$ cat config.mk
export PLATFORM = sky130hd
export DESIGN_NAME = pulse_receiver
export DESIGN_NICKNAME = d
export VERILOG_FILES = /design/src/rtl/pulse_pkg.sv /design/src/rtl/pulse_shift_reg.sv /design/src/rtl/pulse_receiver.sv
export SDC_FILE = /design/constraint.sdc
export NUM_CORES = 1
export LEC_CHECK = 0
export ABC_CLOCK_PERIOD_IN_PS = 5480
export CAP_MARGIN = 5
export CORE_UTILIZATION = 50
export CTS_CLUSTER_SIZE = 28
export DETAILED_ROUTE_END_ITERATION = 7
export HOLD_SLACK_MARGIN = 0.02
export PLACE_DENSITY = 0.71
export SLEW_MARGIN = 20
export SYNTH_ARGS = -nofsm -noshare
export SYNTH_HDL_FRONTEND = slang
export SYNTH_SLANG_ARGS = --single-unit
$ cat constraint.sdc
create_clock -name clock -period 5.48 [get_ports clock]
set_clock_uncertainty 0.05 [all_clocks]
set_input_delay 0.822 -clock clock [delete_from_list [all_inputs] [get_ports clock]]
set_output_delay 0.822 -clock clock [all_outputs]
set_load 0.05 [all_outputs]
$ cat src/rtl/pulse_pkg.sv
// Shared definitions for the pulse link: default width, FSM and shift-register mode encodings.
package pulse_pkg;

    localparam int unsigned DefaultWidth = 16;
    localparam int unsigned ErrCntW      = 8;

    typedef enum logic [1:0] {
        StIdle    = 2'b00,
        StCapture = 2'b01,
        StTrack   = 2'b10
    } state_e;

    typedef enum logic [1:0] {
        SrHold   = 2'b00,
        SrShift  = 2'b01,
        SrRotate = 2'b10,
        SrLoad   = 2'b11
    } sr_mode_e;

    function automatic logic [ErrCntW-1:0] sat_inc(input logic [ErrCntW-1:0] v);
        return (v == {ErrCntW{1'b1}}) ? v : v + 1'b1;
    endfunction

endpackage

$ cat src/rtl/pulse_shift_reg.sv
// Width-bit register with hold, serial shift-in (at LSB), rotate-left and parallel load.
module pulse_shift_reg
    import pulse_pkg::*;
#(
    parameter int unsigned Width = DefaultWidth
) (
    input  logic             clk_i,
    input  logic             rst_ni,
    input  sr_mode_e         mode_i,
    input  logic             ser_i,
    input  logic [Width-1:0] load_i,
    output logic [Width-1:0] q_o
);

    logic [Width-1:0] q_d, q_q;

    always_comb begin
        q_d = q_q;
        unique case (mode_i)
            SrHold:   q_d = q_q;
            SrShift:  q_d = {q_q[Width-2:0], ser_i};
            SrRotate: q_d = {q_q[Width-2:0], q_q[Width-1]};
            SrLoad:   q_d = load_i;
            default:  q_d = q_q;
        endcase
    end

    always_ff @(posedge clk_i or negedge rst_ni) begin
        if (!rst_ni) begin
            q_q <= '0;
        end else begin
            q_q <= q_d;
        end
    end

    assign q_o = q_q;

endmodule

$ cat src/rtl/pulse_receiver.sv
// Serial receiver: captures one WIDTH-bit period, then tracks the circular stream and
// drops lock after ERR_LIMIT consecutive mismatches.
module pulse_receiver
    import pulse_pkg::*;
#(
    parameter int unsigned WIDTH     = DefaultWidth,
    parameter int unsigned ERR_LIMIT = 3
) (
    input  logic               clock,
    input  logic               reset_n,
    input  logic               serial_in,
    input  logic               start_flag,
    output logic [WIDTH-1:0]   word_out,
    output logic               word_valid,
    output logic               locked,
    output logic               error_pulse,
    output logic [ErrCntW-1:0] err_count
);

    localparam int unsigned CntW  = $clog2(WIDTH);
    localparam int unsigned ConsW = $clog2(ERR_LIMIT + 1);
    localparam logic [CntW-1:0]  LastBit   = CntW'(WIDTH - 1);
    localparam logic [ConsW-1:0] ConsLimit = ConsW'(ERR_LIMIT);

    state_e             state_d, state_q;
    logic [CntW-1:0]    bit_cnt_d, bit_cnt_q;
    logic [ConsW-1:0]   consec_d, consec_q, consec_inc;
    logic [ErrCntW-1:0] err_cnt_d, err_cnt_q;
    logic [WIDTH-1:0]   word_d, word_q;
    logic               valid_d, valid_q;
    logic               locked_d, locked_q;
    logic               errp_d, errp_q;

    sr_mode_e           shreg_mode, exp_mode;
    logic [WIDTH-1:0]   shreg_q, exp_q, assembled;
    logic               mismatch;

    pulse_shift_reg #(.Width(WIDTH)) u_shreg (
        .clk_i  (clock),
        .rst_ni (reset_n),
        .mode_i (shreg_mode),
        .ser_i  (serial_in),
        .load_i ('0),
        .q_o    (shreg_q)
    );

    pulse_shift_reg #(.Width(WIDTH)) u_exp (
        .clk_i  (clock),
        .rst_ni (reset_n),
        .mode_i (exp_mode),
        .ser_i  (1'b0),
        .load_i (assembled),
        .q_o    (exp_q)
    );

    // Word including the bit sampled on this edge.
    assign assembled  = {shreg_q[WIDTH-2:0], serial_in};
    assign mismatch   = (serial_in != exp_q[WIDTH-1]);
    assign consec_inc = consec_q + ConsW'(1);

    always_comb begin
        state_d    = state_q;
        bit_cnt_d  = bit_cnt_q;
        consec_d   = consec_q;
        err_cnt_d  = err_cnt_q;
        word_d     = word_q;
        valid_d    = 1'b0;
        locked_d   = locked_q;
        errp_d     = 1'b0;
        shreg_mode = SrHold;
        exp_mode   = SrHold;

        if (start_flag) begin
            shreg_mode = SrShift;
            bit_cnt_d  = CntW'(1);
            err_cnt_d  = '0;
            consec_d   = '0;
            locked_d   = 1'b0;
            state_d    = StCapture;
        end else begin
            unique case (state_q)
                StIdle: ;
                StCapture: begin
                    shreg_mode = SrShift;
                    if (bit_cnt_q == LastBit) begin
                        word_d    = assembled;
                        exp_mode  = SrLoad;
                        valid_d   = 1'b1;
                        locked_d  = 1'b1;
                        bit_cnt_d = '0;
                        state_d   = StTrack;
                    end else begin
                        bit_cnt_d = bit_cnt_q + CntW'(1);
                    end
                end
                StTrack: begin
                    exp_mode  = SrRotate;
                    bit_cnt_d = (bit_cnt_q == LastBit) ? '0 : bit_cnt_q + CntW'(1);
                    if (mismatch) begin
                        errp_d    = 1'b1;
                        err_cnt_d = sat_inc(err_cnt_q);
                        consec_d  = consec_inc;
                    end else begin
                        consec_d  = '0;
                    end
                    if (mismatch && (consec_inc == ConsLimit)) begin
                        locked_d = 1'b0;
                        consec_d = '0;
                        state_d  = StIdle;
                    end else if (bit_cnt_q == LastBit) begin
                        valid_d  = 1'b1;
                    end
                end
                default: state_d = StIdle;
            endcase
        end
    end

    always_ff @(posedge clock or negedge reset_n) begin
        if (!reset_n) begin
            state_q   <= StIdle;
            bit_cnt_q <= '0;
            consec_q  <= '0;
            err_cnt_q <= '0;
            word_q    <= '0;
            valid_q   <= 1'b0;
            locked_q  <= 1'b0;
            errp_q    <= 1'b0;
        end else begin
            state_q   <= state_d;
            bit_cnt_q <= bit_cnt_d;
            consec_q  <= consec_d;
            err_cnt_q <= err_cnt_d;
            word_q    <= word_d;
            valid_q   <= valid_d;
            locked_q  <= locked_d;
            errp_q    <= errp_d;
        end
    end

    assign word_out    = word_q;
    assign word_valid  = valid_q;
    assign locked      = locked_q;
    assign error_pulse = errp_q;
    assign err_count   = err_cnt_q;

endmodule

Word level (Yosys, flattened, before mapping)
Index checks and enable logic that the tools add are counted.

Add/subtract/negate cells: 3. Reduce and logical (&&, ||, !) cells: 13. Bitwise operators: 1. Muxes and demuxes: 33. Equal/unequal tests: 16.

Operator list (count): case mux 16 bit (3 select lines) (2); two-way mux 8 bit (4); two-way mux 2 bit (9); two-way mux 4 bit (3); AND reduction 3 bit (4); two-way mux 1 bit (11); adder 8 x 1 -> 8 bit (second input constant) (1); equality test 2 bit (second input constant) (4); equality test 8 bit (second input constant) (1); zero test 2 bit (3); inequality test 3 bit (second input constant) (2); case mux 2 bit (3 select lines) (1); nonzero test 2 bit (3); adder 4 x 1 -> 4 bit (second input constant) (1); equality test 1 x 2 -> 1 bit (second input constant) (2); equality test 2 x 1 -> 1 bit (second input constant) (2); equality test 4 bit (second input constant) (1); inequality test 2 bit (second input constant) (2); case mux 1 bit (2 select lines) (2); case mux 2 bit (2 select lines) (1); nonzero test 3 bit (1); adder 2 x 1 -> 2 bit (second input constant) (1); OR reduction 2 bit (1); equality test 1 bit (second input constant) (1); other kinds (3) (3).

Logic and storage cells: 76. Input port bits: 4. Output and inout bits: 27. Register bits after elaboration: 67.

Depth between registers and ports, before layout
Depth in word-level cells: 6. Gate-level depth with buffers: 9.

Cells and area by module
Synthesis repeated with hierarchy kept, for this count alone.

Cell total of the unflattened synthesis: 283. Area, all modules: 3542.1 um^2.

By module, submodules not included: pulse_shift_reg (cells an instance 68, instances 2, area each 933.4 um^2); pulse_receiver (cells an instance 147, instances 1, area each 1675.4 um^2).

Least setup slack after synthesis
Ideal clock, no wire load.

Path kind: in2reg. Start point: input port start_flag. End point: register u_exp.q_q[10] (netlist: u_exp.q_o[10]). Setup slack: 3.494 ns. Required time: 5.301 ns. Arrival time: 1.807 ns. Setup time: 0.129 ns. Stages on the path: 6. Path buffers: 2. Path through: and3b_1 -> buf_2 -> inv_1 -> mux2i_1 -> buf_2 -> a21oi_1.

Word-level cells in the longest chain between the ends: 3.

Ends and longest elaborated chain: from (decl) (line pulse_receiver.sv:12) `input logic start_flag,`; two-way mux 2 bit (*) (line pulse_receiver.sv:73) `if (start_flag) begin`; equality test 2 bit / equality test 2 x 1 -> 1 bit (equally long branches) (line pulse_shift_reg.sv:19) `unique case (mode_i)`; case mux 16 bit (3 select lines) (line pulse_shift_reg.sv:19); to (signal assigned) (line pulse_shift_reg.sv:32) `q_q <= q_d;`; to (decl) (line pulse_shift_reg.sv:15) `logic [Width-1:0] q_d, q_q;`.

Every way passes the cells marked *; elsewhere a longest branch is shown, timed or not. A chain may end at the register's enable or synchronous reset.

Worst setup path in the final report
Start point: input port start_flag. End point: register u_exp.q_q[1] (netlist: u_exp.q_o[1]).

The elaborated chain is that of the path after synthesis.

==> impl_metrics.env <==
export IMPL_crit_path_cell_trace="clkdlybuf4s50_1 -> and3b_1 -> inv_1 -> mux2i_2 -> a21oi_1"
export IMPL_critPathRequiredTime_ps=5630
export IMPL_drive_above_1_share_pct=16.3
export IMPL_stdcell_area_um2=3450
export IMPL_yosysTopAreaCellShare_pct=56.8
export IMPL_cts_buffer_depth=2
export IMPL_critPathCaptureType="flop"
export IMPL_synth_xor_area_share_pct=1.76
export IMPL_grt_pass1_vias=1889
export IMPL_comb_power_share_pct=12.0
export IMPL_synthArstFlopShare_pct=100
export IMPL_hold_viol=0
export IMPL_slowest_stage="clkdlybuf4s50_1"
export IMPL_synth_ff_type="dfrtp_1"
export IMPL_power_leakage_nw=1.55
export IMPL_synth_nets=255
export IMPL_synth_compound_area_share_pct=12.2
export IMPL_power_density_nw_per_um2=321
export IMPL_power_internal_mw=0.812
export IMPL_rows=27
export IMPL_vias=1944
export IMPL_initial_core_util_pct=52.5
export IMPL_num_fill_cells=461
export IMPL_num_antenna_cells=0
export IMPL_portBuffers=30
export IMPL_reg2reg_to="u_exp.q_o[1]"
export IMPL_die_h_um=78.2
export IMPL_synthDistinctLibCells=34
export IMPL_antenna_found_initial=0
export IMPL_die_w_um=78.2
export IMPL_cts_tree="built"
export IMPL_area_growth_pct=18.7
export IMPL_drtPass1Iterations=5
export IMPL_maxSlewHeadroom_pct=42.4
export IMPL_synth_edff_count=0
export IMPL_maxCapViolCount=0
export IMPL_critPathKind="in -> reg"
export IMPL_min_period_ps=3250
export IMPL_routed_via_density=5.49
export IMPL_hold_path_startpoint="word_out[12]"
export IMPL_hold_ws_ps=434
export IMPL_cts_sink_count=66
export IMPL_p_seq_share_pct=52.9
export IMPL_peakVddDrop_v=0.000214
export IMPL_synth_seq_cells=66
export IMPL_synth_mux_area_share_pct=13.4
export IMPL_synth_area_leader_cell="dfrtp_1"
export IMPL_cts_root_buf="clkbuf_8"
export IMPL_die_area_um2=6120
export IMPL_min_to="word_out[12]"
export IMPL_sw_frac_of_total_pct=26.7
export IMPL_status="finished, final reports clean"
export IMPL_ios=31
export IMPL_place_congestion=0.767
export IMPL_finalSetupTns_ps=0
export IMPL_wl_um=5170
export IMPL_drc=0
export IMPL_cts_buffers=9
export IMPL_tightest_slew_ps=861
export IMPL_drtIter0Drc=94
export IMPL_setup_viol=0
export IMPL_placedCellCount=338
export IMPL_fin_crit_sh_pct=59.4
export IMPL_cp_top_family="buffers and inverters"
export IMPL_yosys_warnings=0
export IMPL_post_route_util_pct=62.3
export IMPL_pre_cts_slack_ps=1620
export IMPL_path_clk_slew_ps=70
export IMPL_setup_slack_ps=2230
export IMPL_finalPower_mw=1.11
export IMPL_fin_cells=354
export IMPL_cp_slowest_stage_delay_ps=850
export IMPL_worstHoldPathType="reg -> reg"
export IMPL_core_um2=5540
export IMPL_groute_usage_overall_pct=20.0
export IMPL_rsz0062_at_grt="false"
export IMPL_crit_buf_inv=2
export IMPL_grt_max_degree=67
export IMPL_r2r_slack_ps=2790
export IMPL_reg2reg_from="state_q[0]"
export IMPL_fmaxAchievable_ghz=0.307
export IMPL_synth_adder_area_share_pct=2.58
export IMPL_drv_slew=0
export IMPL_postPlaceCellArea_um2=3260
export IMPL_p_sw_mw=0.295
export IMPL_wire_per_inst_um=14.6
export IMPL_worstPathArrival_ps=3400
export IMPL_path_max_fanout=24
export IMPL_hpwl_um=3180
export IMPL_fin_nets=287
export IMPL_postRouteAntennaNets=0
export IMPL_post_cts_buffers=0
export IMPL_synth_area_per_cell_um2=11.9
export IMPL_worst_r2r_path_depth=6
export IMPL_synthSimpleGateAreaFrac_pct=8.78
export IMPL_post_cts_resized=0
export IMPL_worstHoldPathCells=1
export IMPL_synth_area_leaders="dfrtp_1 57%, mux2_2 8.5%, o32ai_1 4.5%"
export IMPL_ctsHoldBuffers=0
export IMPL_synth_seq_area_share_pct=56.8
export IMPL_htreeDepth=3
export IMPL_clk_latency_ps=350
export IMPL_grt_overflow_total=0
export IMPL_start_kind="primary input"
export IMPL_syn_inst=245
export IMPL_synth_top_family_by_area="multiplexers"
export IMPL_grt_pass1_wl_um=9230
export IMPL_power_share_clock_pct=35.2
export IMPL_syn_cell_area_um2=2910
## worst max path at each step
| stage | start | endpoint | slack, ps | cells past startpoint |
|---|---|---|---|---|
| floorplan | start_flag | u_exp.q_o[10] | 3490 | 6 |
| global placement | start_flag | u_exp.q_o[3] | 1650 | 5 |
| detailed placement | start_flag | u_exp.q_o[1] | 1620 | 5 |
| CTS | start_flag | u_exp.q_o[1] | 1980 | 5 |
| global route | start_flag | u_exp.q_o[1] | 2030 | 5 |
| finish | start_flag | u_exp.q_o[1] | 2230 | 5 |
## flip-flops by register name (all words and copies together), names as in the netlist
register,flops
word_valid,1
err_count,8
state_q,2
error_pulse,1
locked,1
u_shreg.q_o,15
bit_cnt_q,4
u_exp.q_o,16
word_out,16
consec_q,2
## Yosys cell counts (all sizes together), types with 2 or more instances
| master | instances |
|---|---|
| or3 | 5 |
| buf | 7 |
| a211oi | 2 |
| nand2 | 9 |
| o32ai | 15 |
| ha | 6 |
| a211o | 2 |
| nor2 | 11 |
| nor2b | 2 |
| a21oi | 25 |
| xor2 | 5 |
| o21ai | 6 |
| mux2i | 3 |
| clkbuf | 5 |
| nand2b | 2 |
| nand4 | 3 |
| and3 | 3 |
| inv | 20 |
| mux2 | 32 |
| nand3 | 6 |
| dfrtp | 66 |
## layer usage
layer,vias to the layer above,global-route usage [%],routed length (um)
met2,34,28.3,2250
li1,941,-,-
met3,11,4.19,157
met5,-,0,0
met1,958,28.0,2630
met4,0,12.2,135
## cell usage in the layout (no fill, tap or decap), types with 3 or more instances in the layout
cell type,n
ha_1,6
dfrtp_1,66
o21ai_0,6
clkinv_2,4
and3_1,3
xor2_1,4
a21oi_1,25
buf_4,3
nand2_1,9
or3_1,5
nand4_1,3
clkbuf_8,9
mux2_1,10
nor2_1,11
inv_1,20
o32ai_1,15
clkdlybuf4s50_1,29
nand3_1,6
mux2_2,22
## cells by family after synthesis
kind of cell | Yosys count
flip-flops | 66
adder cells (fa/ha/maj) | 6
buffers and inverters | 32
XOR/XNOR | 5
multiplexers | 35
AND/OR/NAND/NOR | 47
AO/OA/AOI/OAI | 54
## final cells by class
class                           count  area [um2]  area share, %
Tap cell                           72        90.1           2.61
Clock buffer                       10         128           3.70
Clock inverter                      6        57.6           1.67
Sequential cell                    66        1650           47.9
Multi-Input combinational cell    147        1130           32.8
Inverter                           20        75.1           2.18
Timing Repair Buffer               33         318           9.21
## power groups by stage
stage	clock [mW]	sequential (mW)	combinational (mW)
floorplan	0	0.595	0.0843
global placement	0	0.594	0.130
detailed placement	0	0.594	0.134
CTS	0.401	0.586	0.135
global route	0.419	0.595	0.149
finish	0.390	0.586	0.133
Note: power is estimated with default switching activity, not from simulation.
